$ cat src/rtl/multicycle_control.sv
// Multi-cycle control FSM for the non-pipelined MIPS datapath.
// Sequences fetch/decode/execute/memory/writeback and decodes the datapath
// control strobes combinationally from the current state and mem_ready.
module multicycle_control #(
    parameter int unsigned CNT_W           = 16,
    parameter bit          HALT_ON_ILLEGAL = 1'b1
) (
    input  logic             clk,
    input  logic             rst_n,
    input  logic [31:0]      instr,
    input  logic             zero,
    input  logic             mem_ready,
    output logic             pc_write,
    output logic             pc_write_cond,
    output logic             i_or_d,
    output logic             mem_read,
    output logic             mem_write,
    output logic             ir_write,
    output logic             reg_dst,
    output logic             mem_to_reg,
    output logic             reg_write,
    output logic             alu_src_a,
    output logic [1:0]       alu_src_b,
    output logic [1:0]       alu_op,
    output logic [1:0]       pc_source,
    output logic [3:0]       state,
    output logic             illegal_op,
    output logic [CNT_W-1:0] instr_count
);

    typedef enum logic [3:0] {
        S_FETCH  = 4'd0,
        S_DECODE = 4'd1,
        S_MEMADR = 4'd2,
        S_MEMRD  = 4'd3,
        S_MEMWB  = 4'd4,
        S_MEMWR  = 4'd5,
        S_EXEC   = 4'd6,
        S_ALUWB  = 4'd7,
        S_BRANCH = 4'd8,
        S_JUMP   = 4'd9,
        S_ADDIEX = 4'd10,
        S_ADDIWB = 4'd11,
        S_HALT   = 4'd12
    } state_t;

    localparam logic [5:0]       OP_RTYPE = 6'b000000;
    localparam logic [5:0]       OP_LW    = 6'b100011;
    localparam logic [5:0]       OP_SW    = 6'b101011;
    localparam logic [5:0]       OP_BEQ   = 6'b000100;
    localparam logic [5:0]       OP_J     = 6'b000010;
    localparam logic [5:0]       OP_ADDI  = 6'b001000;
    localparam logic [CNT_W-1:0] CNT_ONE  = 1;

    state_t     state_q;
    logic [5:0] opcode;
    logic [4:0] rt;
    logic [4:0] rd;

    assign opcode = instr[31:26];
    assign rt     = instr[20:16];
    assign rd     = instr[15:11];
    assign state  = state_q;

    // State sequencing, sticky illegal flag and retired-instruction counter
    always_ff @(posedge clk) begin
        if (!rst_n) begin
            state_q     <= S_FETCH;
            illegal_op  <= 1'b0;
            instr_count <= '0;
        end else begin
            case (state_q)
                S_FETCH: if (mem_ready) state_q <= S_DECODE;
                S_DECODE: begin
                    case (opcode)
                        OP_RTYPE:     state_q <= S_EXEC;
                        OP_LW, OP_SW: state_q <= S_MEMADR;
                        OP_BEQ:       state_q <= S_BRANCH;
                        OP_J:         state_q <= S_JUMP;
                        OP_ADDI:      state_q <= S_ADDIEX;
                        default: begin
                            illegal_op <= 1'b1;
                            if (HALT_ON_ILLEGAL) begin
                                state_q <= S_HALT;
                            end else begin
                                state_q     <= S_FETCH;
                                instr_count <= instr_count + CNT_ONE;
                            end
                        end
                    endcase
                end
                S_MEMADR: state_q <= (opcode == OP_SW) ? S_MEMWR : S_MEMRD;
                S_MEMRD:  if (mem_ready) state_q <= S_MEMWB;
                S_MEMWR: begin
                    if (mem_ready) begin
                        state_q     <= S_FETCH;
                        instr_count <= instr_count + CNT_ONE;
                    end
                end
                S_EXEC:   state_q <= S_ALUWB;
                S_ADDIEX: state_q <= S_ADDIWB;
                S_MEMWB, S_ALUWB, S_ADDIWB, S_BRANCH, S_JUMP: begin
                    state_q     <= S_FETCH;
                    instr_count <= instr_count + CNT_ONE;
                end
                S_HALT:   state_q <= S_HALT;
                default:  state_q <= S_FETCH;
            endcase
        end
    end

    // Control decode; everything held low while in reset so no write escapes
    always_comb begin
        pc_write      = 1'b0;
        pc_write_cond = 1'b0;
        i_or_d        = 1'b0;
        mem_read      = 1'b0;
        mem_write     = 1'b0;
        ir_write      = 1'b0;
        reg_dst       = 1'b0;
        mem_to_reg    = 1'b0;
        reg_write     = 1'b0;
        alu_src_a     = 1'b0;
        alu_src_b     = 2'd0;
        alu_op        = 2'd0;
        pc_source     = 2'd0;
        if (rst_n) begin
            case (state_q)
                S_FETCH: begin
                    mem_read  = 1'b1;
                    alu_src_b = 2'd1;
                    ir_write  = mem_ready;
                    pc_write  = mem_ready;
                end
                S_DECODE: alu_src_b = 2'd3;
                S_MEMADR, S_ADDIEX: begin
                    alu_src_a = 1'b1;
                    alu_src_b = 2'd2;
                end
                S_MEMRD: begin
                    mem_read = 1'b1;
                    i_or_d   = 1'b1;
                end
                S_MEMWR: begin
                    mem_write = 1'b1;
                    i_or_d    = 1'b1;
                end
                S_MEMWB: begin
                    mem_to_reg = 1'b1;
                    reg_write  = (rt != 5'd0);
                end
                S_EXEC: begin
                    alu_src_a = 1'b1;
                    alu_op    = 2'd2;
                end
                S_ALUWB: begin
                    reg_dst   = 1'b1;
                    reg_write = (rd != 5'd0);
                end
                S_ADDIWB: reg_write = (rt != 5'd0);
                S_BRANCH: begin
                    alu_src_a     = 1'b1;
                    alu_op        = 2'd1;
                    pc_write_cond = 1'b1;
                    pc_source     = 2'd1;
                end
                S_JUMP: begin
                    pc_write  = 1'b1;
                    pc_source = 2'd2;
                end
                default: ;
            endcase
        end
    end

endmodule

$ cat config.mk
export PLATFORM = sky130hd
export DESIGN_NAME = multicycle_control
export DESIGN_NICKNAME = d
export VERILOG_FILES = /design/src/rtl/multicycle_control.sv
export SDC_FILE = /design/constraint.sdc
export NUM_CORES = 1
export LEC_CHECK = 0
export CAP_MARGIN = 20
export CORE_MARGIN = 1
export CORE_UTILIZATION = 63
export DETAILED_ROUTE_END_ITERATION = 6
export DONT_BUFFER_PORTS = 1
export PLACE_DENSITY = 0.89
export SLEW_MARGIN = 10
export SYNTH_ARGS = -nofsm -noshare
export SYNTH_HDL_FRONTEND = slang
export SYNTH_SLANG_ARGS = --single-unit
$ cat constraint.sdc
create_clock -name clk -period 2.8 [get_ports clk]
set_clock_uncertainty 0.15 [all_clocks]
set_input_delay 0.56 -clock clk [delete_from_list [all_inputs] [get_ports clk]]
set_output_delay 0.56 -clock clk [all_outputs]
set_load 0.005 [all_outputs]
==> out/metrics.csv, run 1 <==
stage,metric,value,unit
setup_path,CP Class,flip-flop to primary output,
timing,setup_tns,0,ps
grt,initial antenna violation count,0,
cells_and_area,layout cells sized above 1,0.0428,
place,Port Buffers,0,
power,power density cells,555,mW/mm2
clock_tree,clk root buf,clkbuf_4,
floorplanning,die height,49.5,um
power,Total Power,0.796,mW
hold_path,worst hold path type,input port to flip-flop,
clock_tree,postcts setup bufs,0,
clock_tree,Hold Buf Count CTS,0,
clock_tree,clock latency on the worst-skew pair,310,ps
cells_and_area,"Area growth, synth to finish",0.792,%
route,Final ANT Viol Nets,0,
cells_and_area,Final nets,225,
logic_synthesis,synth unique cells,41,
route,number of remaining DRC errors,0,
timing,Fin. Hold Viols,0,
logic_synthesis,Mapped Nets,230,
logic_synthesis,sequential-to-total area share from yosys stat,0.296,
setup_path,Worst EP arrival,1760,ps
setup_path,Crit Reg-Reg Endpoint,instr_count[6],
timing,Peak Freq,405,MHz
grt,global routing met3 resource utilization,0.0895,
grt,M1 GR Usage,0.370,
hold_path,hold_sp,rst_n,
floorplanning,Initial Utilization,0.697,
timing,final setup margin,333,ps
place,DP HPWL,2520,um
grt,GRT Max-Usage Layer,met2,
logic_synthesis,top-count cell post-synth,nor2_1,
hold_path,worst hold endpoint,state[1],
power,VDD IR max,0.000534,V
logic_synthesis,"Primary FF master, synth",dfxtp_1,
setup_path,Worst R2R Setup Slack,580,ps
clock_tree,TritonCTS buffer count,3,
logic_synthesis,"top cells by count, synth","nor2_1, dfxtp_1, nand2_1, o21ai_0, xnor2_1",
floorplanning,Die Footprint,0.00245,mm2
logic_synthesis,Syn Area/Cell,7.37,um2
place,Setup Slack @ Placement,561,ps
place,Final GP Congestion,0.880,
setup_path,Worst setup EP type,primary output,
route,Via Count,1416,
setup_path,FF-to-FF path depth,5,
grt,M2 GR Usage,0.466,
clock_tree,CTS Sinks,21,
cells_and_area,diode count,0,
route,1st-pass router iterations,6,
route,total wire length,3340,um
grt,vias in the first global route,1288,
floorplanning,Core Rows,16,
place,Placed Area,0.00141,mm2
setup_path,r2r startpoint,state[3],
grt,gr usage total,0.291,
route,per-cell routed wire length,15.6,um
setup_path,crit-path max FO,20,
clock_tree,post_cts resized,0,
timing,RSZ-0062 raised after global routing,no,
logic_synthesis,cells after synthesis,193,
clock_tree,deepest clock path buffer count,2,
cells_and_area,cell area after layout,0.00143,mm2
floorplanning,Top-Level Pins,73,
timing,final setup violation count,0,
grt,largest net degree at the start of global routing,21,
clock_tree,CTS tree,done,
timing,worst-margin pin slew,623,ps
clock_tree,clock slew at reported path FFs,120,ps
setup_path,critical path launch point type,flip-flop,
logic_synthesis,Area contributors post-synth,"dfxtp_1, nor2_1, xnor2_1, nand2_1, o21ai_0",
logic_synthesis,fraction of post-synthesis cell area in the top cell type by area,0.296,
floorplanning,Die Wd,49.5,um
floorplanning,Core Region,0.00204,mm2
logic_synthesis,cell taking the most area after synthesis,dfxtp_1,
logic_synthesis,Synth warnings,0,
status,status,"complete, no violations",
logic_synthesis,Netlist Area Pre-Place,0.00142,mm2
logic_synthesis,fraction of registers with async set/reset,0,
timing,Tmin final,2470,ps
timing,crit share post-route,0.881,
hold_path,WHS Path Cells,2,
logic_synthesis,number of flops mapped to enable cells by yosys,0,
grt,first-pass GRT wire length,5620,um
logic_synthesis,synthesized flop and latch total,21,
setup_path,crit path from,state[1],
clock_tree,htree depth,1,
timing,Slew Limit Fails,0,
job,max-cap viol count,0,
power,leakage,0.467,nW
route,detailed router's first-iteration violation count,81,
grt,grt ovf,0,
route,Via density,6.62,
timing,final hold slack,204,ps
timing,Worst slew margin,0.584,
setup_path,Critical Path RT,2090,ps
## worst max path at each step
stage	end	slack, ps	cells past startpoint
finish	reg_write	330	4
detailed placement	reg_write	560	5
CTS	reg_write	190	5
floorplan	reg_write	800	3
global route	reg_write	160	4
global placement	reg_write	620	5
## power by group
group	internal [mW]	leakage (nW)	switching, mW
Sequential	0.323	0.170	0.0710
Clock	0.0557	0.0150	0.0927
Combinational	0.107	0.282	0.146
Total	0.486	0.467	0.310
## layer usage
metal  vias to the layer above  wire, um
met5                         -         0
met4                         0        29
met3                         7       337
met2                        83      1580
met1                       644      1400
li1                        682         -
## placed cells by master, fill, tap and decap left out, types with 5 or more instances in the layout
cell type	n
nor2_1	29
nand2_1	20
dfxtp_1	20
o21ai_0	11
xnor2_1	11
nand3_1	10
a21oi_1	10
nor3_1	9
nor4_1	8
nand2b_1	5
and3_1	5
## kinds of logic after synthesis
kind of cell	Yosys count	synth area share
xor gates and xnor gates	15	0.0923
muxes	1	0.00704
DFF	21	0.296
buffers and inverters	15	0.0510
AOI/OAI and AO/OA	32	0.137
adders and majority gates	2	0.0158
and+or+nand+nor	107	0.401
## worst max-delay path: stages, from the launching register on
cell and delay (ps):
dfxtp_1 740, nand2b_1 150, o21ai_0 220, o21ai_0 110, o21ai_0 220
## flip-flops by register name, indices dropped and copies added (netlist names)
name	flops
instr_count	16
state	4
illegal_op	1
## final cells by class
type                    instances  area (um2)
clock buffers                   4        26.3
fillers                       183         608
inverters                       4        15.0
multi-input cells             157         930
flip-flops and latches         21         422
well taps                      27        33.8
repair buffers                  1        7.51
## metrics by stage
step | cells | utilization
global route | 214 | 0.702
finish | 214 | 0.702
CTS | 214 | 0.702
floorplan | 193 | -
global placement | 210 | 0.689
detailed placement | 210 | 0.689
(Power assumes the default switching activity.)
==> run 2, diff against run 1 <==
--- a/config.mk
+++ b/config.mk
@@ -8,6 +8,7 @@
 export CAP_MARGIN = 20
 export CORE_MARGIN = 1
 export CORE_UTILIZATION = 63
+export CTS_CLUSTER_DIAMETER = 30
 export DETAILED_ROUTE_END_ITERATION = 6
 export DONT_BUFFER_PORTS = 1
 export PLACE_DENSITY = 0.89
==> results of run 2 <==
Final layout, timing and power as in run 1 (identical DEF).
==> run 3, diff against run 2 <==
--- a/config.mk
+++ b/config.mk
@@ -6,12 +6,14 @@
 export NUM_CORES = 1
 export LEC_CHECK = 0
 export CAP_MARGIN = 20
+export CELL_PAD_IN_SITES_DETAIL_PLACEMENT = 0
+export CELL_PAD_IN_SITES_GLOBAL_PLACEMENT = 1
 export CORE_MARGIN = 1
-export CORE_UTILIZATION = 63
+export CORE_UTILIZATION = 45
 export CTS_CLUSTER_DIAMETER = 30
 export DETAILED_ROUTE_END_ITERATION = 6
 export DONT_BUFFER_PORTS = 1
-export PLACE_DENSITY = 0.89
+export PLACE_DENSITY = 0.92
 export SLEW_MARGIN = 10
 export SYNTH_ARGS = -nofsm -noshare
 export SYNTH_HDL_FRONTEND = slang
==> out/metrics.csv, run 3 (same netlist as run 1, synthesis figures left out) <==
stage,metric,value,unit
timing,Tmin final,2450,ps
clock_tree,CTS tree,done,
place,Placed Area,0.00144,mm2
route,total wire length,3450,um
grt,first-pass GRT wire length,5640,um
cells_and_area,sequential cell area,420,um2
cells_and_area,Final nets,226,
timing,worst-margin pin slew,669,ps
clock_tree,Hold Buf Count CTS,0,
power,power density cells,551,mW/mm2
route,Final ANT Viol Nets,0,
clock_tree,post_cts resized,0,
timing,setup_tns,0,ps
floorplanning,Initial Utilization,0.470,
power,VDD IR max,0.000314,V
route,Via density,5.92,
route,detailed router's first-iteration violation count,72,
floorplanning,Core Rows,20,
cells_and_area,most frequent cells in the layout,"nor2_1, dfxtp_1, nand2_1, o21ai_0, xnor2_1",
floorplanning,Top-Level Pins,73,
place,DP HPWL,2580,um
floorplanning,die height,58.2,um
floorplanning,Die Wd,58.2,um
clock_tree,postcts setup bufs,0,
floorplanning,Core Region,0.00303,mm2
clock_tree,clock slew at reported path FFs,110,ps
timing,Peak Freq,408,MHz
route,per-cell routed wire length,14.9,um
cells_and_area,layout cells sized above 1,0.0426,
cells_and_area,"most common cell after layout, fill and taps aside",nor2_1,
clock_tree,clock latency on the worst-skew pair,300,ps
route,1st-pass router iterations,4,
grt,grt ovf,0,
setup_path,crit-path max FO,11,
route,number of remaining DRC errors,0,
power,leakage,0.473,nW
grt,vias in the first global route,1307,
timing,final setup violation count,0,
setup_path,Critical Path RT,2090,ps
job,max-cap viol count,0,
place,Final GP Congestion,0.860,
place,Port Buffers,0,
setup_path,critical path launch point type,flip-flop,
timing,Slew Limit Fails,0,
cells_and_area,Reg with most FFs,instr_count,
clock_tree,TritonCTS buffer count,3,
status,status,"complete, no violations",
grt,gr usage total,0.211,
grt,initial antenna violation count,0,
clock_tree,htree depth,1,
clock_tree,clk root buf,clkbuf_4,
clock_tree,deepest clock path buffer count,2,
cells_and_area,cell area after layout,0.00146,mm2
cells_and_area,"Area growth, synth to finish",2.73,%
cells_and_area,max reg flops,16,
cells_and_area,area of the multi-input gates,930,um2
timing,crit share post-route,0.875,
setup_path,Worst setup EP type,primary output,
timing,RSZ-0062 raised after global routing,no,
route,Via Count,1374,
timing,Worst slew margin,0.548,
floorplanning,Die Footprint,0.00339,mm2
hold_path,worst hold path type,input port to flip-flop,
timing,Fin. Hold Viols,0,
setup_path,CP Class,flip-flop to primary output,
cells_and_area,diode count,0,
grt,largest net degree at the start of global routing,23,
cells_and_area,filler instances,308,
clock_tree,CTS Sinks,21,
setup_path,Worst EP arrival,1740,ps
run 3: cell count changes in the layout (fill, tap and decap cells not counted):
| cell | change |
|---|---|
| dfxtp_1 | +1 |
| buf_4 | +1 |
| dfxtp_2 | -1 |
run 3: worst max-delay path, stage by stage, from the launching register on:
cell,delay (ps)
dfxtp_1,440
buf_4,230
nor2b_1,270
nand2_1,80
o21ai_0,90
o21ai_0,100
o21ai_0,220
run 3: area by class of cell:
class | count | area share
Clock buffer | 4 | 0.0180
Inverter | 4 | 0.0103
Sequential cell | 21 | 0.288
Tap cell | 44 | 0.0377
Multi-Input combinational cell | 157 | 0.636
Timing Repair Buffer | 2 | 0.0103
run 3: final timing paths:
path	from	end	slack, ps	cells after the start
worst max register to register	state[3]	instr_count[6]	520	5
worst max-delay path	state[1]	reg_write	350	6
worst min register to register	illegal_op	illegal_op	360	2
worst min-delay path	rst_n	state[1]	220	2
run 3: power by group:
group | switching [mW] | total [mW] | internal (mW)
sequential | 0.0630 | 0.385 | 0.322
clock | 0.0910 | 0.147 | 0.0556
combinational | 0.162 | 0.274 | 0.112
total | 0.316 | 0.806 | 0.490
run 3: through the flow:
stage                util  hold WS (ps)  setup slack (ps)  power, mW  std cells
finish              0.483           219               350      0.806        232
global route        0.483           211               128      0.866        232
CTS                 0.483           210               340      0.810        232
detailed placement  0.474           345               559      0.663        228
global placement    0.474           344               561      0.661        228
floorplan               -           313               800      0.617        193
run 3: per-layer routing:
metal / vias to the layer above / GRT usage / wire length (um) / share of wire
met2: 44 / 0.348 / 1600 / 0.46
met4: 0 / 0.0510 / 13 / 0.0038
met5: - / 0 / 0 / 0
li1: 682 / - / - / -
met1: 646 / 0.268 / 1640 / 0.48
met3: 2 / 0.0670 / 198 / 0.057
==> RTL edit: new RTL, settings of run 2 <==
Register the output `instr_count` once more, without a reset; this adds one clock of latency there. The other outputs are not delayed to match.
--- a/src/rtl/multicycle_control.sv
+++ b/src/rtl/multicycle_control.sv
@@ -52,6 +52,8 @@
     localparam logic [5:0]       OP_ADDI  = 6'b001000;
     localparam logic [CNT_W-1:0] CNT_ONE  = 1;
 
+    logic [CNT_W-1:0] instr_count_s0;
+
     state_t     state_q;
     logic [5:0] opcode;
     logic [4:0] rt;
@@ -67,7 +69,7 @@
         if (!rst_n) begin
             state_q     <= S_FETCH;
             illegal_op  <= 1'b0;
-            instr_count <= '0;
+            instr_count_s0 <= '0;
         end else begin
             case (state_q)
                 S_FETCH: if (mem_ready) state_q <= S_DECODE;
@@ -84,7 +86,7 @@
                                 state_q <= S_HALT;
                             end else begin
                                 state_q     <= S_FETCH;
-                                instr_count <= instr_count + CNT_ONE;
+                                instr_count_s0 <= instr_count_s0 + CNT_ONE;
                             end
                         end
                     endcase
@@ -94,14 +96,14 @@
                 S_MEMWR: begin
                     if (mem_ready) begin
                         state_q     <= S_FETCH;
-                        instr_count <= instr_count + CNT_ONE;
+                        instr_count_s0 <= instr_count_s0 + CNT_ONE;
                     end
                 end
                 S_EXEC:   state_q <= S_ALUWB;
                 S_ADDIEX: state_q <= S_ADDIWB;
                 S_MEMWB, S_ALUWB, S_ADDIWB, S_BRANCH, S_JUMP: begin
                     state_q     <= S_FETCH;
-                    instr_count <= instr_count + CNT_ONE;
+                    instr_count_s0 <= instr_count_s0 + CNT_ONE;
                 end
                 S_HALT:   state_q <= S_HALT;
                 default:  state_q <= S_FETCH;
@@ -173,5 +175,9 @@
         end
     end
 
+    always_ff @(posedge clk) begin
+        instr_count <= instr_count_s0;
+    end
+
 endmodule
 
Formal check against the unedited RTL: not equivalent (Yosys sat finds a counterexample within 4 cycles, from zero or initial values and one cycle with rst_n low).
==> RTL edit against run 2 <==
  * Design area increased by 29%
  * Area after synthesis increased by 26%
  * Count of clock-buffer cells in the layout up 3
  * Clock power rose by 84%
  * Wire length increased by 6.9%
  * Sequential cell count grew 16
  * Worst setup slack worse by 0.14 ns
  * Power grew 11%
  * Critical path type unchanged
==> RTL edit: results (changes against run 2) <==
GR-USAGE-ALL-LAYERS=0.2445  # was 0.2907
SYNTH-ADDER-AREA-SHARE=0.006993  # was 0.01583
DRT-INITIAL-DRC-COUNT=59  # was 81
GLOBAL_ROUTE.USAGE.MET2=0.4406  # was 0.4662
AREA_FRACTION_IN_COMPOUND_GATES_AFTER_SYNTHESIS=0.1895  # was 0.1372
NUMPLACEDINSTANCES=228  # was 210
STDCELL_COUNT=235  # was 214
POST_SYNTH_XOR_AREA_FRACTION=0.01958  # was 0.09235
GRT_FIRST_PASS_WIRELENGTH_UM=5989  # was 5623 µm
SYNTHMUXAREASHARE=0.01678  # was 0.007036
GROUTE.LAYER.MET1.USAGE=0.2530  # was 0.3704
ROUTABILITYCONGESTION=0.8161  # was 0.8798
LARGEST_NET_DEGREE_AT_THE_START_OF_GLOBAL_ROUTING=30  # was 21
WORST_EP_ARRIVAL_TIME_NS=1.90  # was 1.76 ns
PLACED_AREA_UM2=1800  # was 1406 µm²
HTREE_NUM_LEVELS=2  # was 1
SYN_NETS=245  # was 230
POSTLAYOUTCOREUTIL=0.7164  # was 0.7022
ROUTE.DETAILED.VIAS_PER_INST=6.855  # was 6.617
WORST_IR_DROP_VDD_V=0.0003778  # was 0.0005341 V
LEAKAGEPOWER_nW=0.6111  # was 0.4673 nW
NUM-FILL-CELLS=211  # was 183
SYNTH_SEQ_AREA_SHARE=0.4140  # was 0.2955
DP_WORST_SETUP_SLACK_NS=0.5530  # was 0.5608 ns
FINAL_LAYOUT_SIZE_SUFFIX_GT1_FRAC=0.08780  # was 0.04278
POSTROUTEWIRELENGTH_UM=3572  # was 3343 µm
CLKSLEWWORSTSETUPHOLDPATHS_NS=0.10  # was 0.12 ns
NUMCTSBUFFERS=5  # was 3
NUMBER_OF_OPTIMIZATION_ITERATIONS_IN_THE_FIRST_DETAILED_ROUTE_PASS=4  # was 6
GRT_USE_MET3=0.08431  # was 0.08951
SYNTH_COMMONEST_CELLS='sky130_fd_sc_hd__dfxtp_1, sky130_fd_sc_hd__a21oi_1, sky130_fd_sc_hd__nor2_1, sky130_fd_sc_hd__nand2_1, sky130_fd_sc_hd__or4_1'  # was sky130_fd_sc_hd__nor2_1, sky130_fd_sc_hd__dfxtp_1, sky130_fd_sc_hd__nand2_1, sky130_fd_sc_hd__o21ai_0, sky130_fd_sc_hd__xnor2_1
YOSYS.CELL_TYPES.COUNT=46  # was 41
NETLIST_TOP_CELLS_AREA='sky130_fd_sc_hd__dfxtp_1, sky130_fd_sc_hd__a21oi_1, sky130_fd_sc_hd__or4_1'  # was sky130_fd_sc_hd__dfxtp_1, sky130_fd_sc_hd__nor2_1, sky130_fd_sc_hd__xnor2_1
MAX_SLEW_MARGIN=0.6026  # was 0.5844
SYN-MEAN-INSTANCE-AREA_UM2=8.602  # was 7.371 µm²
CLK_LATENCY_NS=0.33  # was 0.31 ns
STATUS='complete, no violations'  # unchanged
-- RTL edit: path summary, 6_finish.rpt --
path                                        start                         endpoint  slack, ns  depth (start not counted)
setup / recovery            state[2]$_SDFFE_PN0P_                         pc_write       0.19                          5
hold / removal                              rst_n  instr_count_s0[11]$_SDFFE_PN0P_       0.19                          1
setup reg to reg            state[0]$_SDFFE_PN0P_  instr_count_s0[13]$_SDFFE_PN0P_       0.49                          4
hold reg to reg   instr_count_s0[15]$_SDFFE_PN0P_          instr_count[15]$_DFF_P_       0.22                          0
-- RTL edit: report_power, final --
group / internal (mW) / switching (mW) / leakage (nW)
logic: 0.0299 / 0.0384 / 0.281
registers: 0.533 / 0.0109 / 0.299
clock network: 0.119 / 0.153 / 0.0314
-- RTL edit: area by class of cell --
type / instances / area share
inverter: 4 / 0.008092
sequential: 37 / 0.3992
timing repair buffer: 6 / 0.02428
tap: 30 / 0.02023
clock buffer: 7 / 0.02967
multi-input combinational: 151 / 0.5185
-- RTL edit: critical path, stage by stage, from the launching register on --
cell and delay (ns):
sky130_fd_sc_hd__dfxtp_1 0.40, sky130_fd_sc_hd__buf_4 0.19, sky130_fd_sc_hd__nor2_1 0.18, sky130_fd_sc_hd__nand2_1 0.12, sky130_fd_sc_hd__nor4b_1 0.48, sky130_fd_sc_hd__or2_2 0.21
-- RTL edit: kinds of logic after synthesis --
| kind of cell | after synthesis |
|---|---|
| buffers and inverters | 20 |
| muxes | 3 |
| DFF | 37 |
| AOI/OAI and AO/OA | 52 |
| adders and majority gates | 1 |
| and+or+nand+nor | 91 |
| xor gates and xnor gates | 4 |
-- RTL edit: per-layer routing --
metal	part of all wire	wire, µm
met4	0.0059	21
met5	0	0
met1	0.41	1465
met2	0.52	1861
met3	0.063	225
